### src/rtl/mem_bus_arbiter_if.sv
// mem_bus_arbiter_if
// Waitrequest-style memory bus bundle shared by the fetch port, the data port
// and the memory port of the arbiter.
//   master modport : drives address/read/write/writedata/byteenable,
//                    receives readdata/waitrequest (the side issuing commands).
//   slave modport  : the reverse (the side servicing commands).
interface mem_bus_arbiter_if;
  logic [31:0] address;
  logic        read;
  logic        write;
  logic [31:0] writedata;
  logic [3:0]  byteenable;
  logic [31:0] readdata;
  logic        waitrequest;

  modport master (
    output address, read, write, writedata, byteenable,
    input  readdata, waitrequest
  );

  modport slave (
    input  address, read, write, writedata, byteenable,
    output readdata, waitrequest
  );
endinterface

### src/rtl/mem_bus_arbiter.sv
// mem_bus_arbiter
// Shares one memory bus between the CPU instruction-fetch port and the data
// load/store port. Addresses are forwarded unchanged.
// Ports:
//   clk    : system clock, all state updates on the rising edge
//   reset  : synchronous, active-low reset
//   i_bus  : fetch port (slave); only read is used, write/writedata/byteenable ignored
//   d_bus  : data port (slave); read or write, write wins if both are set
//   m_bus  : memory port (master); m_* command outputs are registered
// Parameter:
//   FAIR   : 1 = round-robin on contention, 0 = data port always wins
module mem_bus_arbiter #(
  parameter bit FAIR = 1'b1
) (
  input  logic                     clk,
  input  logic                     reset,
  mem_bus_arbiter_if.slave         i_bus,
  mem_bus_arbiter_if.slave         d_bus,
  mem_bus_arbiter_if.master        m_bus
);

  typedef enum logic [1:0] {IDLE, GNT_I, GNT_D} state_t;
  typedef enum logic {OWN_I, OWN_D} owner_t;

  state_t      state_q, state_d;
  owner_t      last_owner_q, last_owner_d;
  logic [31:0] m_address_q, m_address_d;
  logic        m_read_q, m_read_d;
  logic        m_write_q, m_write_d;
  logic [31:0] m_writedata_q, m_writedata_d;
  logic [3:0]  m_byteenable_q, m_byteenable_d;

  logic i_req, d_req, mem_done, pick_i, pick_d;
  logic i_complete, d_complete;

  // The fetch port never writes; these lanes exist only because it shares the bus bundle.
  logic unused_i_bus;
  assign unused_i_bus = ^{i_bus.write, i_bus.writedata, i_bus.byteenable};

  assign i_req    = i_bus.read;
  assign d_req    = d_bus.read | d_bus.write;
  assign mem_done = ~m_bus.waitrequest;

  // Fetch wins contention only in fair mode and only when data owned the bus last.
  assign pick_i = i_req & (~d_req | (FAIR & (last_owner_q == OWN_D)));
  assign pick_d = d_req & ~pick_i;

  // NOTE: every variable gets a default at the top of always_comb so no path
  // leaves it unassigned; otherwise synthesis infers a latch.
  always_comb begin
    state_d        = state_q;
    last_owner_d   = last_owner_q;
    m_address_d    = m_address_q;
    m_read_d       = m_read_q;
    m_write_d      = m_write_q;
    m_writedata_d  = m_writedata_q;
    m_byteenable_d = m_byteenable_q;

    case (state_q)
      IDLE: begin
        if (pick_i) begin
          state_d        = GNT_I;
          m_address_d    = i_bus.address;
          m_read_d       = 1'b1;
          m_write_d      = 1'b0;
          m_byteenable_d = 4'hF;
          m_writedata_d  = 32'h0;
        end else if (pick_d) begin
          state_d        = GNT_D;
          m_address_d    = d_bus.address;
          m_write_d      = d_bus.write;
          m_read_d       = ~d_bus.write;
          m_byteenable_d = d_bus.byteenable;
          m_writedata_d  = d_bus.writedata;
        end
      end
      // The access always runs to completion even if the requester drops its
      // request; the result is then simply not consumed.
      GNT_I: begin
        if (mem_done) begin
          state_d      = IDLE;
          m_read_d     = 1'b0;
          m_write_d    = 1'b0;
          last_owner_d = OWN_I;
        end
      end
      GNT_D: begin
        if (mem_done) begin
          state_d      = IDLE;
          m_read_d     = 1'b0;
          m_write_d    = 1'b0;
          last_owner_d = OWN_D;
        end
      end
      default: state_d = IDLE;
    endcase
  end

  // NOTE: sequential state uses non-blocking assignments so every flop samples
  // the pre-edge values regardless of statement order.
  always_ff @(posedge clk) begin
    if (!reset) begin
      state_q        <= IDLE;
      last_owner_q   <= OWN_D;  // first contention after reset goes to fetch
      m_address_q    <= 32'h0;
      m_read_q       <= 1'b0;
      m_write_q      <= 1'b0;
      m_writedata_q  <= 32'h0;
      m_byteenable_q <= 4'h0;
    end else begin
      state_q        <= state_d;
      last_owner_q   <= last_owner_d;
      m_address_q    <= m_address_d;
      m_read_q       <= m_read_d;
      m_write_q      <= m_write_d;
      m_writedata_q  <= m_writedata_d;
      m_byteenable_q <= m_byteenable_d;
    end
  end

  // Completion is gated by reset so an access abandoned by reset is never
  // reported back to its requester.
  assign i_complete = reset & (state_q == GNT_I) & mem_done;
  assign d_complete = reset & (state_q == GNT_D) & mem_done;

  assign i_bus.waitrequest = ~i_complete;
  assign i_bus.readdata    = i_complete ? m_bus.readdata : 32'h0;
  assign d_bus.waitrequest = ~d_complete;
  assign d_bus.readdata    = d_complete ? m_bus.readdata : 32'h0;

  assign m_bus.address    = m_address_q;
  assign m_bus.read       = m_read_q;
  assign m_bus.write      = m_write_q;
  assign m_bus.writedata  = m_writedata_q;
  assign m_bus.byteenable = m_byteenable_q;

endmodule

### src/flat_wrapper.sv
// flat-port wrapper written by rule: the top's interface ports become plain ports
module mem_bus_arbiter_flat 
#(
  parameter bit FAIR = 1'b1
)
  (clk, reset, i_bus_address, i_bus_read, i_bus_write, i_bus_writedata, i_bus_byteenable, i_bus_readdata, i_bus_waitrequest, d_bus_address, d_bus_read, d_bus_write, d_bus_writedata, d_bus_byteenable, d_bus_readdata, d_bus_waitrequest, m_bus_address, m_bus_read, m_bus_write, m_bus_writedata, m_bus_byteenable, m_bus_readdata, m_bus_waitrequest);
  mem_bus_arbiter_if i_bus_i ();
  mem_bus_arbiter_if d_bus_i ();
  mem_bus_arbiter_if m_bus_i ();
  input  logic clk;
  input  logic reset;
  input wire logic [$bits(i_bus_i.address)-1:0] i_bus_address;
  input wire logic [$bits(i_bus_i.read)-1:0] i_bus_read;
  input wire logic [$bits(i_bus_i.write)-1:0] i_bus_write;
  input wire logic [$bits(i_bus_i.writedata)-1:0] i_bus_writedata;
  input wire logic [$bits(i_bus_i.byteenable)-1:0] i_bus_byteenable;
  output wire logic [$bits(i_bus_i.readdata)-1:0] i_bus_readdata;
  output wire logic [$bits(i_bus_i.waitrequest)-1:0] i_bus_waitrequest;
  input wire logic [$bits(d_bus_i.address)-1:0] d_bus_address;
  input wire logic [$bits(d_bus_i.read)-1:0] d_bus_read;
  input wire logic [$bits(d_bus_i.write)-1:0] d_bus_write;
  input wire logic [$bits(d_bus_i.writedata)-1:0] d_bus_writedata;
  input wire logic [$bits(d_bus_i.byteenable)-1:0] d_bus_byteenable;
  output wire logic [$bits(d_bus_i.readdata)-1:0] d_bus_readdata;
  output wire logic [$bits(d_bus_i.waitrequest)-1:0] d_bus_waitrequest;
  output wire logic [$bits(m_bus_i.address)-1:0] m_bus_address;
  output wire logic [$bits(m_bus_i.read)-1:0] m_bus_read;
  output wire logic [$bits(m_bus_i.write)-1:0] m_bus_write;
  output wire logic [$bits(m_bus_i.writedata)-1:0] m_bus_writedata;
  output wire logic [$bits(m_bus_i.byteenable)-1:0] m_bus_byteenable;
  input wire logic [$bits(m_bus_i.readdata)-1:0] m_bus_readdata;
  input wire logic [$bits(m_bus_i.waitrequest)-1:0] m_bus_waitrequest;
  assign i_bus_i.address = i_bus_address;
  assign i_bus_i.read = i_bus_read;
  assign i_bus_i.write = i_bus_write;
  assign i_bus_i.writedata = i_bus_writedata;
  assign i_bus_i.byteenable = i_bus_byteenable;
  assign i_bus_readdata = i_bus_i.readdata;
  assign i_bus_waitrequest = i_bus_i.waitrequest;
  assign d_bus_i.address = d_bus_address;
  assign d_bus_i.read = d_bus_read;
  assign d_bus_i.write = d_bus_write;
  assign d_bus_i.writedata = d_bus_writedata;
  assign d_bus_i.byteenable = d_bus_byteenable;
  assign d_bus_readdata = d_bus_i.readdata;
  assign d_bus_waitrequest = d_bus_i.waitrequest;
  assign m_bus_address = m_bus_i.address;
  assign m_bus_read = m_bus_i.read;
  assign m_bus_write = m_bus_i.write;
  assign m_bus_writedata = m_bus_i.writedata;
  assign m_bus_byteenable = m_bus_i.byteenable;
  assign m_bus_i.readdata = m_bus_readdata;
  assign m_bus_i.waitrequest = m_bus_waitrequest;
  mem_bus_arbiter #(.FAIR(FAIR)) u_core (.clk(clk), .reset(reset), .i_bus(i_bus_i), .d_bus(d_bus_i), .m_bus(m_bus_i));
endmodule
### config.mk
export PLATFORM = sky130hd
export DESIGN_NAME = mem_bus_arbiter_flat
export DESIGN_NICKNAME = d
export VERILOG_FILES = /design/src/rtl/mem_bus_arbiter_if.sv /design/src/rtl/mem_bus_arbiter.sv /design/src/flat_wrapper.sv
export SDC_FILE = /design/constraint.sdc
export NUM_CORES = 1
export LEC_CHECK = 0
export ABC_AREA = 1
export CAP_MARGIN = 5
export CORE_ASPECT_RATIO = 0.6
export CORE_MARGIN = 2
export CORE_UTILIZATION = 30
export DETAILED_ROUTE_END_ITERATION = 16
export GPL_ROUTABILITY_DRIVEN = 1
export PLACE_DENSITY_LB_ADDON = 0.05
export SETUP_SLACK_MARGIN = 0.05
export SLEW_MARGIN = 20
export SYNTH_ARGS = -nofsm -noshare
export SYNTH_HDL_FRONTEND = slang
export SYNTH_SLANG_ARGS = --single-unit
### constraint.sdc
create_clock -name clk -period 1.9 [get_ports clk]
set_input_delay 0.38 -clock clk [delete_from_list [all_inputs] [get_ports clk]]
set_output_delay 0.38 -clock clk [all_outputs]
set_load 0.01 [all_outputs]
==> flow_summary.ini <==
[logic_synthesis]
synth_area_um2 = 3700
synth_nets = 771
yosysTopAreaCellShare_pct = 39.5
synth-main-ff-cell = dfxtp_1
yosysUniqueCellTypes = 18
netlist_instances = 592
synth_edf_count = 0
seq_area_frac_synth_pct = 39.5
yosysMostFrequentCell = nor2_1
avgSynthCellArea_um2 = 6.25
async_flop_share_pct = 0
synth_common_cells = 136 x nor2_1, 110 x nand2_1, 104 x nand3_1
yosysTopAreaCell = dfxtp_1
yosysWarningCount = 0
ys_ff_latch = 73
synth_area_leaders = dfxtp_1 39%, nand3_1 14%, nor2_1 14%

[critical_path]
cpPeakStageDelay_ns = 0.36
worstSetupEndpointType = output port
cp_max_fo = 8
crit_chain = inv_4 > ha_4 > nand3_4 > clkbuf_16 > nor2_1 > buf_2
arrival_ns = 1.54
crit_type = flip-flop to output port
required_ns = 1.52
startpoint_type = flip-flop
crit_slowest_cell = dfxtp_4
cpLargestDelayFamily = buffers and inverters
path_buf_inv = 3

[drt]
drt_iter0_markers = 201
drt-total-wl_mm = 15.2
route.vias.total = 4642
first_pass_iters = 4
wl_per_cell_um = 14.6
vias_per_cell = 4.45
drc = 0
final_antenna_net_count = 0

[clock_network]
cts_tree = built
cts_sinks = 73
root_buffer = clkbuf_16
cts_buffers = 9
cts.clk_slew.worst_paths_ns = 0.06
h-tree-depth = 3
clock_path_buffers = 2
clock_latency_ns = 0.33

[sta]
max_slew.worst_pin.slew_ns = 0.329
setup_viol = 1
fin_crit_sh_pct = 101
finalClockSkew_ns = 0.00592
slew_headroom_pct = 78.1
max_freq_ghz = 0.521
drv_slew = 0
hold_viol_final = 0
setup_ws_ns = -0.0205
final.min_clock_period_ns = 1.92
rsz0062_at_grt = true

[place]
post-dp-hpwl_mm = 10.7
place.gp.congestion = 0.885
port_buffers = 273
dp_cells = 1015
dp_slack_ns = -0.409

[status]
violations = negative setup slack
status = finished with violations

[cells_and_area]
layout-drive-gt1-share_pct = 20.9
nNetsFinal = 1049
area_growth_pct = 104
fin_cells = 1042

[floorplan]
initial_utilization_pct = 30.7
die_w_um = 147
core-area_um2 = 12100
dieArea_um2 = 13300
die_y_um = 90.0
pin_count = 311
placementRows = 31

[global_routing]
grt_overflow = 0
antenna_found_initial = 2
grt_max_degree = 42
grt.total_usage_pct = 21.1
grt_pass1_vias = 4283
grt_pass1_wl_mm = 22.6

[power]
vdd_drop_max_mv = 0.493
power.leakage_nw = 3.48
power.density_nw_per_um2 = 734
p_sw_mw = 1.59
pwr-share-seq_pct = 32.7
p_comb_share_pct = 32.0
clkPwrFrac_pct = 35.3
swShare_pct = 28.7
p_int_mw = 3.96

[hold_path]
hold_path.class = primary input to flip-flop

[run]
max_cap_violations = 0
[cell type report]
type,instances,area (µm²)
Fill cell,1048,4500
Timing Repair Buffer,309,3120
Multi-Input combinational cell,401,2130
Sequential cell,73,1470
Inverter,76,290
Clock buffer,11,243
Tap cell,165,206
Clock inverter,5,103
Antenna cell,2,5.00
[sequential cells by signal, summed over array words and instances (netlist names)]
name and count:
u_core.m_bus.writedata 32, u_core.m_bus.address 32, u_core.m_bus.write 1, u_core.m_bus.read 1, u_core.state_q 2, u_core.last_owner_q 1
u_core.m_bus.byteenable 4
[power groups by stage]
| stage | combinational (mW) | clock (mW) | sequential (mW) |
|---|---|---|---|
| 2_1_floorplan | 0.687 | 0 | 1.92 |
| 3_3_place_gp | 1.66 | 0 | 1.83 |
| 3_5_place_dp | 1.68 | 0 | 1.84 |
| 4_1_cts | 1.69 | 2.01 | 1.81 |
| 5_1_grt | 1.95 | 2.10 | 1.83 |
| 6_report | 1.78 | 1.96 | 1.81 |
[through the flow]
stage	utilization [%]	TNS, ns	total power, mW	hold WS (ns)	area, µm²
after CTS	58.8	-0.254	5.51	0.464	7100
final	62.7	-0.0205	5.55	0.447	7560
after global placement	55.8	-21.91	3.49	0.451	6730
after global routing	62.7	-1.46	5.88	0.481	7560
after floorplan	-	0	2.60	0.450	3700
after detailed placement	55.8	-22.64	3.52	0.454	6730
[routing by layer]
| layer | track usage (%) | share of wire (%) | up-vias |
|---|---|---|---|
| met5 | 0 | 0 | - |
| met4 | 5.21 | 2.3 | 0 |
| met3 | 6.50 | 7.1 | 27 |
| met2 | 37.7 | 50 | 163 |
| met1 | 24.7 | 41 | 2067 |
| li1 | - | - | 2385 |
[kinds of logic after synthesis]
kind of cell | after synthesis | share of synthesized area, %
AND/OR/NAND/NOR | 356 | 39.9
buffers and inverters | 118 | 13.4
flip-flops | 73 | 39.5
AO/OA/AOI/OAI | 41 | 5.82
adder cells (fa/ha/maj) | 4 | 1.35
[timing repair]
item                       in CTS  in global routing
gates cloned                    1                  7
setup buffers                   0                  1
pin swaps                       0                  5
resized for setup             231                185
setup endpoints to repair      66                 66
hold buffers                    0                  0
hold endpoints to repair        0                  0
[placed cells by master (no fill, tap or decap), drive strengths merged, types with 2 or more instances in the layout]
cell type        n
a21oi           35
buf             96
bufinv           3
clkbuf          17
clkdlybuf4s50  205
dfxtp           73
diode            2
ha               4
inv             76
nand2          111
nand3          104
nor2           137
nor3             4
o21ai            5
[worst paths after layout]
| path | start | endpoint | slack (ns) | depth (start not counted) |
|---|---|---|---|---|
| setup / recovery | u_core.state_q[1] | i_bus_readdata[10] | -0.02 | 6 |
| hold / removal | m_bus_waitrequest | u_core.last_owner_q | 0.45 | 5 |
| setup reg to reg | u_core.state_q[0] | u_core.m_bus.writedata[14] | 0.21 | 7 |
| hold reg to reg | u_core.m_bus.writedata[17] | u_core.m_bus.writedata[17] | 0.46 | 2 |
[worst min-delay path, cell delays in order]
cell and delay, ns:
dlymetal6s2s_1 0.11, inv_2 0.08, nand2_1 0.06, nand2_1 0.05
nand3_1 0.06
Note: power is estimated with default switching activity, not from simulation.
